## config.mk

```make
export PLATFORM = sky130hd
export DESIGN_NAME = sprite_select_gen
export DESIGN_NICKNAME = d
export VERILOG_FILES = /design/src/rtl/sprite_pkg.sv /design/src/rtl/sprite_hit_detect.sv /design/src/rtl/sprite_select_gen.sv
export SDC_FILE = /design/constraint.sdc
export NUM_CORES = 1
export LEC_CHECK = 0
export ABC_AREA = 1
export CAP_MARGIN = 25
export CORE_MARGIN = 5
export CORE_UTILIZATION = 40
export CTS_CLUSTER_DIAMETER = 50
export DETAILED_ROUTE_END_ITERATION = 10
export PLACE_DENSITY = 0.67
export SETUP_SLACK_MARGIN = 0.1
export SLEW_MARGIN = 20
export SYNTH_ARGS = -nofsm -noshare
export SYNTH_HDL_FRONTEND = slang
export SYNTH_SLANG_ARGS = --single-unit
```

## constraint.sdc

```tcl
create_clock -name Clk -period 10.2 [get_ports Clk]
set_clock_uncertainty 0.15 [all_clocks]
set_input_delay 1.02 -clock Clk [delete_from_list [all_inputs] [get_ports Clk]]
set_output_delay 1.02 -clock Clk [all_outputs]
set_load 0.05 [all_outputs]
```

## src/rtl/sprite_pkg.sv

```systemverilog
// sprite_pkg: select/tile encodings and the tile-to-select mapping shared by the sprite select pipeline.
package sprite_pkg;
    typedef logic [3:0] sel_t;
    typedef logic [2:0] tile_t;

    localparam sel_t SEL_SPACE  = 4'd0;
    localparam sel_t SEL_POINT  = 4'd1;
    localparam sel_t SEL_POWER  = 4'd2;
    localparam sel_t SEL_FRUIT  = 4'd3;
    localparam sel_t SEL_EDIBLE = 4'd4;
    localparam sel_t SEL_PACMAN = 4'd5;
    localparam sel_t SEL_GATE   = 4'd6;
    localparam sel_t SEL_GHOST  = 4'd7;
    localparam sel_t SEL_WALL   = 4'd8;

    localparam tile_t TILE_SPACE = 3'd0;
    localparam tile_t TILE_POINT = 3'd1;
    localparam tile_t TILE_POWER = 3'd2;
    localparam tile_t TILE_FRUIT = 3'd3;
    localparam tile_t TILE_WALL  = 3'd4;
    localparam tile_t TILE_GATE  = 3'd5;

    function automatic sel_t tile_to_sel(input tile_t t);
        return t == TILE_POINT ? SEL_POINT :
               t == TILE_POWER ? SEL_POWER :
               t == TILE_FRUIT ? SEL_FRUIT :
               t == TILE_WALL  ? SEL_WALL  :
               t == TILE_GATE  ? SEL_GATE  : SEL_SPACE;
    endfunction
endpackage

```

## src/rtl/sprite_hit_detect.sv

```systemverilog
// sprite_hit_detect: combinational test of one pixel against one actor box, with in-sprite offsets.
module sprite_hit_detect
    import sprite_pkg::*;
#(
    parameter int SPRITE_SIZE = 16
) (
    input  logic [9:0] draw_x,
    input  logic [9:0] draw_y,
    input  logic [9:0] pos_x,
    input  logic [9:0] pos_y,
    output logic       hit,
    output logic [3:0] dx,
    output logic [3:0] dy
);
    logic [10:0] sx, sy;

    // Bit 10 is the borrow: a pixel left of/above the actor never wraps into a hit.
    assign sx  = {1'b0, draw_x} - {1'b0, pos_x};
    assign sy  = {1'b0, draw_y} - {1'b0, pos_y};
    assign hit = !sx[10] && !sy[10] && sx < 11'(SPRITE_SIZE) && sy < 11'(SPRITE_SIZE);
    assign dx  = sx[3:0];
    assign dy  = sy[3:0];
endmodule

```

## src/rtl/sprite_select_gen.sv

```systemverilog
// sprite_select_gen: 2-stage per-pixel sprite class select from map tiles, shadowed actors and pellet blink.
// Optional SPRITE_FRIGHT_BLINK_EN adds fright_ending to flash frightened ghosts.
module sprite_select_gen
    import sprite_pkg::*;
#(
    parameter int TILE_SHIFT   = 4,
    parameter int MAP_COLS     = 40,
    parameter int MAP_ROWS     = 30,
    parameter int SPRITE_SIZE  = 16,
    parameter int NUM_GHOSTS   = 4,
    parameter int BLINK_FRAMES = 15
) (
    input  logic                    Clk,
    input  logic                    Reset,
    input  logic [9:0]              DrawX,
    input  logic [9:0]              DrawY,
    input  logic                    pixel_valid,
    input  logic                    frame_start,
    input  logic [9:0]              pac_x,
    input  logic [9:0]              pac_y,
    input  logic [10*NUM_GHOSTS-1:0] ghost_x,
    input  logic [10*NUM_GHOSTS-1:0] ghost_y,
    input  logic [NUM_GHOSTS-1:0]   ghost_fright,
`ifdef SPRITE_FRIGHT_BLINK_EN
    input  logic                    fright_ending,
`endif
    output logic [10:0]             map_addr,
    input  logic [2:0]              map_data,
    output logic [3:0]              select,
    output logic [3:0]              sprite_row,
    output logic [3:0]              sprite_col,
    output logic [1:0]              ghost_idx,
    output logic                    sel_valid
);
    localparam int CW = BLINK_FRAMES > 1 ? $clog2(BLINK_FRAMES) : 1;

    logic [9:0] pac_x_q, pac_y_q;
    logic [10*NUM_GHOSTS-1:0] gx_q, gy_q;
    logic [NUM_GHOSTS-1:0] fr_q;
    logic [CW-1:0] cnt_q;
    logic blink_on_q;

    logic [9:0] row, col;
    logic p_hit, g_any, g_fr;
    logic [3:0] p_dx, p_dy, g_dx, g_dy;
    logic [1:0] g_sel;
    logic [NUM_GHOSTS-1:0] g_hit;
    logic [3:0] gdx [NUM_GHOSTS];
    logic [3:0] gdy [NUM_GHOSTS];

    logic s1_pac_q, s1_ghost_q, s1_gfr_q, s1_off_q, s1_v_q;
    logic [1:0] s1_gidx_q;
    logic [3:0] s1_arow_q, s1_acol_q, s1_trow_q, s1_tcol_q;

    sel_t fright_sel, tile_sel, sel_d;
    logic [3:0] row_d, col_d;
    logic [1:0] gidx_d;

    always_ff @(posedge Clk or posedge Reset) begin
        if (Reset) begin
            pac_x_q    <= '0;
            pac_y_q    <= '0;
            gx_q       <= '0;
            gy_q       <= '0;
            fr_q       <= '0;
            cnt_q      <= '0;
            blink_on_q <= 1'b1;
        end else if (frame_start) begin
            pac_x_q    <= pac_x;
            pac_y_q    <= pac_y;
            gx_q       <= ghost_x;
            gy_q       <= ghost_y;
            fr_q       <= ghost_fright;
            cnt_q      <= cnt_q == CW'(BLINK_FRAMES - 1) ? '0 : cnt_q + 1'b1;
            blink_on_q <= cnt_q == CW'(BLINK_FRAMES - 1) ? !blink_on_q : blink_on_q;
        end
    end

`ifdef SPRITE_FRIGHT_BLINK_EN
    logic fe_q;
    always_ff @(posedge Clk or posedge Reset) begin
        if (Reset) fe_q <= 1'b0;
        else if (frame_start) fe_q <= fright_ending;
    end
    assign fright_sel = (fe_q && !blink_on_q) ? SEL_GHOST : SEL_EDIBLE;
`else
    assign fright_sel = SEL_EDIBLE;
`endif

    assign row      = DrawY >> TILE_SHIFT;
    assign col      = DrawX >> TILE_SHIFT;
    assign map_addr = Reset ? '0 : 11'(row * MAP_COLS + col);

    sprite_hit_detect #(.SPRITE_SIZE(SPRITE_SIZE)) u_pac (
        .draw_x(DrawX), .draw_y(DrawY), .pos_x(pac_x_q), .pos_y(pac_y_q),
        .hit(p_hit), .dx(p_dx), .dy(p_dy)
    );

    for (genvar g = 0; g < NUM_GHOSTS; g++) begin : g_ghost
        sprite_hit_detect #(.SPRITE_SIZE(SPRITE_SIZE)) u_ghost (
            .draw_x(DrawX), .draw_y(DrawY), .pos_x(gx_q[10*g +: 10]), .pos_y(gy_q[10*g +: 10]),
            .hit(g_hit[g]), .dx(gdx[g]), .dy(gdy[g])
        );
    end

    // Scan from the top so the lowest-index hit is the one left standing.
    always_comb begin
        g_any = 1'b0;
        g_sel = '0;
        g_fr  = 1'b0;
        g_dx  = '0;
        g_dy  = '0;
        for (int i = NUM_GHOSTS - 1; i >= 0; i--) begin
            if (g_hit[i]) begin
                g_any = 1'b1;
                g_sel = 2'(i);
                g_fr  = fr_q[i];
                g_dx  = gdx[i];
                g_dy  = gdy[i];
            end
        end
    end

    always_ff @(posedge Clk or posedge Reset) begin
        if (Reset) begin
            {s1_pac_q, s1_ghost_q, s1_gfr_q, s1_off_q, s1_v_q} <= '0;
            s1_gidx_q <= '0;
            {s1_arow_q, s1_acol_q, s1_trow_q, s1_tcol_q} <= '0;
        end else begin
            s1_pac_q   <= p_hit;
            s1_ghost_q <= g_any;
            s1_gfr_q   <= g_fr;
            s1_gidx_q  <= g_sel;
            s1_arow_q  <= p_hit ? p_dy : g_dy;
            s1_acol_q  <= p_hit ? p_dx : g_dx;
            s1_trow_q  <= 4'(DrawY & 10'((1 << TILE_SHIFT) - 1));
            s1_tcol_q  <= 4'(DrawX & 10'((1 << TILE_SHIFT) - 1));
            s1_off_q   <= col >= 10'(MAP_COLS) || row >= 10'(MAP_ROWS);
            s1_v_q     <= pixel_valid;
        end
    end

    always_comb begin
        tile_sel = (map_data == TILE_POWER && !blink_on_q) ? SEL_SPACE : tile_to_sel(map_data);
        sel_d    = !s1_v_q    ? SEL_SPACE :
                   s1_pac_q   ? SEL_PACMAN :
                   s1_ghost_q ? (s1_gfr_q ? fright_sel : SEL_GHOST) :
                   s1_off_q   ? SEL_SPACE : tile_sel;
        row_d    = !s1_v_q ? '0 : (s1_pac_q || s1_ghost_q) ? s1_arow_q : s1_trow_q;
        col_d    = !s1_v_q ? '0 : (s1_pac_q || s1_ghost_q) ? s1_acol_q : s1_tcol_q;
        gidx_d   = (s1_v_q && !s1_pac_q && s1_ghost_q) ? s1_gidx_q : '0;
    end

    always_ff @(posedge Clk or posedge Reset) begin
        if (Reset) begin
            select     <= '0;
            sprite_row <= '0;
            sprite_col <= '0;
            ghost_idx  <= '0;
            sel_valid  <= 1'b0;
        end else begin
            select     <= sel_d;
            sprite_row <= row_d;
            sprite_col <= col_d;
            ghost_idx  <= gidx_d;
            sel_valid  <= s1_v_q;
        end
    end
endmodule

```

==> flow_metrics.env, run 1 <==
export IMPL_worst_setup_path_start_kind="input port"
export IMPL_cts_resized=0
export IMPL_area_delta_synth_final_pct=23.0
export IMPL_row_count=61
export IMPL_ys_warn_count=0
export IMPL_worstSkewPairLatency_ns=0.44
export IMPL_die_width_um=178
export IMPL_fillers=2785
export IMPL_yosys_area_top_type="dfrtp_1"
export IMPL_synth_cell_types=49
export IMPL_htree_levels=4
export IMPL_synthArstFlopShare_pct=100
export IMPL_core_region_area_um2=27800
export IMPL_postRouteAntennaNets=0
export IMPL_min_period_ns=5.60
export IMPL_end_kind="output port"
export IMPL_initial_core_util_pct=40.5
export IMPL_yosysMostFrequentCell="nand2_1"
export IMPL_timing_max_transition_violations_final=0
export IMPL_syn_num_nets=1794
export IMPL_power_switching_mw=0.739
export IMPL_synth_main_ff_cell="dfrtp_1"
export IMPL_synthTopCellsByArea="dfrtp_1, nand2_1, ha_1"
export IMPL_slowest_stage="clkdlybuf4s50_1"
export IMPL_cts_made_buffers=17
export IMPL_cp_cell_sequence="clkdlybuf4s50_1 > ha_1 > ha_1 > inv_1 > fa_1 > nor3_1 > nand2_1 > nor2_1 > xor2_1 > nor2_1 > clkdlybuf4s50_1"
export IMPL_synth_seq_area_share_pct=32.7
export IMPL_synth_commonest_cells="nand2_1, inv_1, dfrtp_1"
export IMPL_place_ws_ns=4.59
export IMPL_path_class="in -> out"
export IMPL_hold_buffers=0
export IMPL_min_period_over_period_pct=54.9
export IMPL_syn_inst=1540
export IMPL_final_nets=1948
export IMPL_num_vias=10200
export IMPL_ioPinCount=157
export IMPL_routed_wirelength_mm=32.5
export IMPL_power_frac_clock_pct=33.7
export IMPL_synth_area_um2=11200
export IMPL_grt_pass1_wl_mm=51.8
export IMPL_powerDensity_nw_per_um2=145
export IMPL_dp_hpwl_mm=25.8
export IMPL_clockBufferDepth=2
export IMPL_root_buffer="clkbuf_16"
export IMPL_outcome="finished, final reports clean"
export IMPL_vias_per_cell=4.90
export IMPL_hold_path_class="reg -> reg"
export IMPL_track_usage_pct=20.9
export IMPL_grt_overflow_total=0
export IMPL_routedWlPerCell_um=15.6
export IMPL_utilization_pct=49.8
export IMPL_antenna_found_initial=0
export IMPL_cp_max_fo=8
export IMPL_yosysTopAreaCellShare_pct=32.5
export IMPL_die_area_um2=31600
export IMPL_total_power_mw=2.01
export IMPL_rsz0062_at_grt="no"
export IMPL_setup_violations_final=0
export IMPL_path_delay_family="buffers and inverters"
export IMPL_gp_congestion=0.887
export IMPL_hold_viol=0
export IMPL_syn_avg_cell_area_um2=7.30
export IMPL_max_stage_delay_ns=0.81
export IMPL_fmax_mhz=178
export IMPL_grt_max_degree=96
export IMPL_maxCapViolCount=0
export IMPL_fin_ws_ns=4.60
export IMPL_crit_buf_inv=3
export IMPL_n_antenna_cell=0
export IMPL_intPower_mw=1.27
export IMPL_setup_tns_ns=0
export IMPL_ys_ff_latch=147
export IMPL_cp_required_ns=9.03
export IMPL_synth_edf_count=0
export IMPL_drt_initial_drc_count=560
export IMPL_worstMarginPinSlew_ns=0.878
export IMPL_pwr_share_comb_pct=33.4
export IMPL_pwr_share_seq_pct=32.9
export IMPL_drcViolationCount=0
export IMPL_arrival_ns=4.43
export IMPL_post_cts_buffers=0
export IMPL_cts_clk_slew_worst_paths_ns=0.07
export IMPL_cts_tree="done"
export IMPL_cts_sinks=147
export IMPL_leakage_nw=7.20
export IMPL_die_h_um=178
export IMPL_first_pass_iters=4
export IMPL_slew_headroom_pct=41.5
export IMPL_drive_above_1_share_pct=5.62
export IMPL_ir_drop_mv=0.107
export IMPL_grt_pass1_vias=10000
export IMPL_p_sw_share_pct=36.8
export IMPL_portBuffers=156
==> power by group through the flow <==
stage                     Sequential (mW)  Clock, mW  Combinational [mW]
after floorplan                     0.672          0               0.457
after global placement              0.670          0               0.664
after detailed placement            0.672          0               0.670
after CTS                           0.660      0.689               0.674
after global routing                0.667      0.714               0.756
final                               0.661      0.676               0.670
==> routing by layer <==
metal  track usage [%]  wire (um)  vias up
met5                 0          0        -
met4              5.77        668        0
met3              3.03       1520       41
met2              35.0      15200      227
met1              28.5      15100     4718
li1                  -          -     5234
==> state kept, by name (all words and copies together) (netlist names) <==
register,count
s1_gfr_q,1
s1_trow_q,4
sprite_row,4
sprite_col,4
s1_acol_q,4
ghost_idx,2
cnt_q,4
s1_tcol_q,4
s1_gidx_q,2
s1_arow_q,4
gy_q,40
s1_pac_q,1
sel_valid,1
gx_q,40
select,4
s1_v_q,1
s1_off_q,1
fr_q,4
s1_ghost_q,1
blink_on_q,1
pac_y_q,10
pac_x_q,10
==> cell type report <==
type,instances,area [um2],area share (%)
clock inverters,14,188,1.36
well taps,378,473,3.42
flip-flops and latches,147,3680,26.6
inverters,272,1030,7.42
multi-input cells,1093,6420,46.4
clock buffers,18,429,3.10
repair buffers,163,1610,11.7
==> final timing paths <==
path	startpoint	to	slack, ns	cells past startpoint
worst min register to register	cnt_q[3]	cnt_q[3]	0.34	1
min in group asynchronous	Reset	gx_q[23]	1.14	2
worst min-delay path	cnt_q[3]	cnt_q[3]	0.34	1
worst max register to register	gy_q[10]	s1_arow_q[1]	6.99	15
worst max-delay path	DrawY[6]	map_addr[10]	4.60	11
max in group asynchronous	Reset	gx_q[17]	7.43	3
==> cell usage in the layout (no fill, tap or decap), drive strengths merged, types with 2 or more instances in the layout <==
master         netlist  layout
nand2              433     433
inv                271     280
clkdlybuf4s50        0     155
dfrtp              146     146
o21ai              130     130
ha                 111     111
nor2                92      92
nand3               85      85
a21oi               69      69
nand4               36      36
xor2                32      32
clkbuf              23      18
xnor2               16      16
nor3                13      13
fa                  12      12
mux2                11      11
o21bai              10      10
nand3b               8       8
buf                  5       8
or2                  8       8
a31oi                7       7
o211ai               4       4
o31ai                4       4
clkinv               1       4
a21boi               3       3
a21o                 3       3
bufinv               0       2
==> stage by stage <==
step	instances	area (um2)	hold WS (ns)
2_1_floorplan	1540	11200	0.202
3_3_place_gp	2053	13200	0.312
3_5_place_dp	2053	13200	0.316
4_1_cts	2085	13800	0.326
5_1_grt	2085	13800	0.350
6_report	2085	13800	0.337
==> cell families after synthesis <==
| group | synth area share [%] |
|---|---|
| and+or+nand+nor | 26.7 |
| buffers and inverters | 10.1 |
| AOI/OAI and AO/OA | 11.1 |
| DFF | 32.7 |
| adders and majority gates | 14.5 |
| xor gates and xnor gates | 3.74 |
| muxes | 1.10 |
No activity file was read; power rests on OpenSTA's default activity.
==> run 2, diff against run 1 <==
- clock period: 10.2 -> 5.8 ns (I/O delays scaled with it)
==> flow_metrics.env, run 2 (synthesis gave the netlist of run 1 again) <==
export IMPL_outcome="finished, final reports clean"
export IMPL_maxCapViolCount=0
export IMPL_met2_usage_pct=35.1
export IMPL_root_buffer="clkbuf_16"
export IMPL_cts_resized=0
export IMPL_p_sw_share_pct=37.0
export IMPL_cp_cell_sequence="clkdlybuf4s50_1 > ha_1 > ha_1 > inv_1 > fa_1 > nor3_1 > nand2_1 > nor2_1 > xor2_1 > nor2_1 > clkdlybuf4s50_1"
export IMPL_die_h_um=178
export IMPL_slew_headroom_pct=47.2
export IMPL_post_cts_buffers=0
export IMPL_ir_drop_mv=0.193
export IMPL_core_region_area_um2=27800
export IMPL_grt_max_degree=142
export IMPL_timing_max_transition_violations_final=0
export IMPL_worstSkewPairLatency_ns=0.43
export IMPL_cp_required_ns=5.07
export IMPL_first_pass_iters=7
export IMPL_htree_levels=4
export IMPL_routed_wirelength_mm=32.6
export IMPL_max_stage_delay_ns=0.82
export IMPL_fmax_mhz=223
export IMPL_largestRegisters="gx_q: 40 flops, gy_q: 40 flops"
export IMPL_grt_overflow_total=0
export IMPL_min_period_over_period_pct=77.4
export IMPL_hold_path_class="reg -> reg"
export IMPL_clockBufferDepth=2
export IMPL_initial_core_util_pct=40.5
export IMPL_leakage_nw=7.21
export IMPL_hold_buffers=0
export IMPL_n_antenna_cell=0
export IMPL_intPower_mw=2.20
export IMPL_antenna_found_initial=0
export IMPL_ioPinCount=157
export IMPL_min_period_ns=4.49
export IMPL_fin_ws_ns=1.31
export IMPL_grt_pass1_vias=9943
export IMPL_end_kind="output port"
export IMPL_use_met1_pct=28.4
export IMPL_total_power_mw=3.49
export IMPL_routedWlPerCell_um=15.6
export IMPL_grt_pass1_wl_mm=51.4
export IMPL_die_width_um=178
export IMPL_cp_max_fo=3
export IMPL_pwr_share_comb_pct=33.9
export IMPL_place_ws_ns=1.29
export IMPL_stdcell_area_um2=13900
export IMPL_cts_sinks=147
export IMPL_worstMarginPinSlew_ns=0.792
export IMPL_area_delta_synth_final_pct=23.2
export IMPL_num_vias=10200
export IMPL_setup_tns_ns=0
export IMPL_row_count=61
export IMPL_arrival_ns=3.76
export IMPL_drt_initial_drc_count=588
export IMPL_layout_common_cells="nand2_1, inv_1, clkdlybuf4s50_1, dfrtp_1, o21ai_0"
export IMPL_drcViolationCount=0
export IMPL_mostFrequentLayoutCell="nand2_1"
export IMPL_detailed_place_area_um2=13200
export IMPL_rsz0062_at_grt="no"
export IMPL_powerDensity_nw_per_um2=252
export IMPL_postRouteAntennaNets=0
export IMPL_path_class="in -> out"
export IMPL_utilization_pct=49.9
export IMPL_portBuffers=156
export IMPL_power_frac_clock_pct=32.8
export IMPL_power_switching_mw=1.29
export IMPL_cts_clk_slew_worst_paths_ns=0.07
export IMPL_cts_tree="done"
export IMPL_grt_busiest_layer="met2"
export IMPL_gp_congestion=0.908
export IMPL_setup_violations_final=0
export IMPL_fillers=2791
export IMPL_hold_viol=0
export IMPL_die_area_um2=31600
export IMPL_drive_above_1_share_pct=5.85
export IMPL_grt_use_met3_pct=2.68
export IMPL_final_nets=1951
export IMPL_vias_per_cell=4.88
export IMPL_slowest_stage="clkdlybuf4s50_1"
export IMPL_worst_setup_path_start_kind="input port"
export IMPL_track_usage_pct=20.9
export IMPL_dp_hpwl_mm=25.9
export IMPL_pwr_share_seq_pct=33.4
export IMPL_cts_made_buffers=17
## run 2: cell count changes in the layout (fill, tap and decap cells not counted), moves of 2 or more
| cell | delta |
|---|---|
| clkinvlp_4 | +2 |
| inv_6 | -5 |
| inv_8 | +2 |
| clkinv_4 | +3 |
## run 2: critical path, delay by kind of cell
kind / cells / cell delay, ns
adder cells (fa/ha/maj): 3 / 0.94
XOR/XNOR: 1 / 0.08
AND/OR/NAND/NOR: 4 / 0.59
buffers and inverters: 3 / 1.57
## run 2: layer usage
metal  wire length (um)  up-vias  share of wire (%)
met4                734        0                2.3
met5                  0        -                  0
li1                   -     5243                  -
met3               1320       33                4.1
met2              15400      219                 47
met1              15200     4696                 47
## run 2: area by class of cell
| cell class | count | area [um2] | share of cell area [%] |
|---|---|---|---|
| repair buffers | 166 | 1650 | 11.9 |
| clock inverters | 14 | 163 | 1.17 |
| clock buffers | 18 | 439 | 3.17 |
| flip-flops and latches | 147 | 3680 | 26.6 |
| well taps | 378 | 473 | 3.41 |
| multi-input cells | 1093 | 6420 | 46.4 |
| inverters | 272 | 1020 | 7.40 |
## run 2: worst paths after layout
path | from | end | slack, ns | depth (start not counted)
max | DrawY[5] | map_addr[10] | 1.31 | 11
min | s1_trow_q[1] | sprite_row[1] | 0.34 | 2
max reg2reg | gy_q[10] | s1_arow_q[1] | 2.62 | 16
min reg2reg | s1_trow_q[1] | sprite_row[1] | 0.34 | 2
max in group asynchronous | Reset | pac_y_q[2] | 3.16 | 4
min in group asynchronous | Reset | gx_q[15] | 0.64 | 2
## run 2: per-stage QoR
stage	instances	hold WS, ns
2_1_floorplan	1540	0.202
3_3_place_gp	2056	0.310
3_5_place_dp	2056	0.317
4_1_cts	2088	0.336
5_1_grt	2088	0.363
6_report	2088	0.335
## run 2: power groups by stage
stage | clock (mW) | combinational, mW | sequential (mW)
after global placement | 0 | 1.17 | 1.18
after global routing | 1.20 | 1.33 | 1.17
final | 1.14 | 1.18 | 1.16
after detailed placement | 0 | 1.18 | 1.18
after floorplan | 0 | 0.803 | 1.18
after CTS | 1.16 | 1.19 | 1.16
==> run 3, diff against run 2 <==
- PLACE_DENSITY: 0.67 -> 0.7
- clock period: 5.8 -> 3.7 ns (I/O delays scaled with it)
==> flow_metrics.env, run 3 (synthesis gave the netlist of run 1 again) <==
export IMPL_outcome="finished, final reports clean"
export IMPL_slowest_stage="clkdlybuf4s50_1"
export IMPL_dp_hpwl_mm=25.9
export IMPL_slew_headroom_pct=38.8
export IMPL_track_usage_pct=21.1
export IMPL_hold_viol=0
export IMPL_startpoint="DrawY[6]"
export IMPL_power_switching_mw=1.98
export IMPL_min_period_over_period_pct=92.6
export IMPL_hold_path_depth=1
export IMPL_gp_congestion=0.955
export IMPL_ioPinCount=157
export IMPL_cts_sinks=147
export IMPL_met2_usage_pct=31.7
export IMPL_layout_common_cells="nand2_1, inv_1, clkdlybuf4s50_1, dfrtp_1, o21ai_0"
export IMPL_crit_cells=11
export IMPL_root_buffer="clkbuf_16"
export IMPL_grt_busiest_layer="met2"
export IMPL_drcViolationCount=0
export IMPL_power_frac_clock_pct=32.8
export IMPL_r2r_cells=16
export IMPL_cts_clk_slew_worst_paths_ns=0.06
export IMPL_total_power_mw=5.54
export IMPL_die_area_um2=31600
export IMPL_worstSkewPairLatency_ns=0.43
export IMPL_multi_input_area_um2=6450
export IMPL_row_count=61
export IMPL_use_met1_pct=29.7
export IMPL_drt_initial_drc_count=705
export IMPL_fin_ws_ns=0.273
export IMPL_worstMarginPinSlew_ns=0.918
export IMPL_n_antenna_cell=0
export IMPL_postRouteAntennaNets=0
export IMPL_r2r_end="s1_arow_q[0]"
export IMPL_rsz0062_at_grt="no"
export IMPL_vias_per_cell=4.95
export IMPL_routedWlPerCell_um=15.6
export IMPL_grt_pass1_vias=10100
export IMPL_maxCapViolCount=0
export IMPL_crit_buf_inv=3
export IMPL_hold_buffers=0
export IMPL_grt_overflow_total=0
export IMPL_max_stage_delay_ns=0.57
export IMPL_path_class="in -> out"
export IMPL_die_width_um=178
export IMPL_first_pass_iters=5
export IMPL_grt_pass1_wl_mm=52.2
export IMPL_r2r_setup_slack_ns=0.75
export IMPL_end_kind="output port"
export IMPL_htree_levels=4
export IMPL_cp_required_ns=3.18
export IMPL_dpl_cell_count=2072
export IMPL_area_delta_synth_final_pct=25.3
export IMPL_num_vias=10400
export IMPL_antenna_found_initial=1
export IMPL_pwr_share_comb_pct=34.2
export IMPL_cp_max_fo=4
export IMPL_final_nets=1967
export IMPL_arrival_ns=2.91
export IMPL_cp_cell_sequence="clkdlybuf4s50_1 > ha_1 > ha_1 > inv_1 > fa_1 > nor3_2 > nand2_1 > nor2_1 > xor2_1 > nor2_1 > buf_12"
export IMPL_mostFrequentLayoutCell="nand2_1"
export IMPL_endpoint="map_addr[10]"
export IMPL_min_period_ns=3.43
export IMPL_routed_wirelength_mm=32.8
export IMPL_fmax_mhz=292
export IMPL_drive_above_1_share_pct=7.30
export IMPL_worst_setup_path_start_kind="input port"
export IMPL_utilization_pct=50.7
export IMPL_portBuffers=156
export IMPL_ir_drop_mv=0.287
export IMPL_fillers=2750
export IMPL_p_sw_share_pct=35.8
export IMPL_setup_violations_final=0
export IMPL_die_h_um=178
export IMPL_grt_max_degree=122
export IMPL_core_region_area_um2=27800
export IMPL_r2r_start="gy_q[20]"
export IMPL_fin_cells=2104
export IMPL_leakage_nw=7.33
export IMPL_regArea_um2=3680
export IMPL_intPower_mw=3.56
export IMPL_cts_tree="done"
export IMPL_initial_core_util_pct=40.5
export IMPL_largestRegisters="gx_q: 40 flops, gy_q: 40 flops"
export IMPL_grt_use_met3_pct=4.47
export IMPL_cts_made_buffers=17
export IMPL_hold_path_class="in -> reg"
export IMPL_pwr_share_seq_pct=32.9
export IMPL_place_ws_ns=0.0635
export IMPL_powerDensity_nw_per_um2=393
export IMPL_path_delay_family="adder cells"
export IMPL_clockBufferDepth=2
export IMPL_timing_max_transition_violations_final=0
[run 3: cell types whose count changed in the layout (fill, tap and decap cells not counted), sizes merged]
cell / change
clkinv: -4
clkbuf: +1
clkinvlp: +2
clkdlybuf4s50: -7
bufinv: +1
buf: +23
[run 3: timing repair]
item | 4_1_cts | 5_1_grt
gates resized for setup | 0 | 2
endpoints found under the setup margin | 0 | 2
buffers inserted | 0 | 0
hold endpoints to repair | 0 | 0
[run 3: worst min path at each step]
stage            startpoint             to  slack (ns)
6_report        pixel_valid         s1_v_q        0.25
4_1_cts         pixel_valid         s1_v_q        0.23
3_3_place_gp       cnt_q[3]       cnt_q[3]        0.31
5_1_grt         pixel_valid         s1_v_q        0.24
3_5_place_dp   s1_tcol_q[2]  sprite_col[2]        0.32
2_1_floorplan        s1_v_q      sel_valid        0.20
[run 3: through the flow]
stage / setup TNS [ns] / area (um2) / hold WS, ns
floorplan: -0.179 / 11300 / 0.202
global placement: 0 / 13500 / 0.306
detailed placement: 0 / 13500 / 0.316
CTS: 0 / 14100 / 0.232
global route: 0 / 14100 / 0.241
finish: 0 / 14100 / 0.253
[run 3: area by class of cell]
cell class | count | share of cell area, %
clock buffers | 19 | 3.21
clock inverters | 13 | 1.14
inverters | 272 | 7.27
multi-input cells | 1093 | 45.8
flip-flops and latches | 147 | 26.1
well taps | 378 | 3.36
repair buffers | 182 | 13.1
[run 3: metal layers]
layer / part of all wire, % / up-vias
li1: - / 5271
met1: 46 / 4721
met2: 43 / 355
met3: 7.7 / 67
met4: 3.8 / 2
met5: 0.021 / -
[run 3: power groups by stage]
stage | Sequential (mW) | Combinational [mW] | Clock (mW)
after floorplan | 1.85 | 1.26 | 0
after global placement | 1.85 | 1.86 | 0
after detailed placement | 1.85 | 1.88 | 0
after CTS | 1.82 | 1.89 | 1.85
after global routing | 1.84 | 2.14 | 1.92
final | 1.82 | 1.90 | 1.82
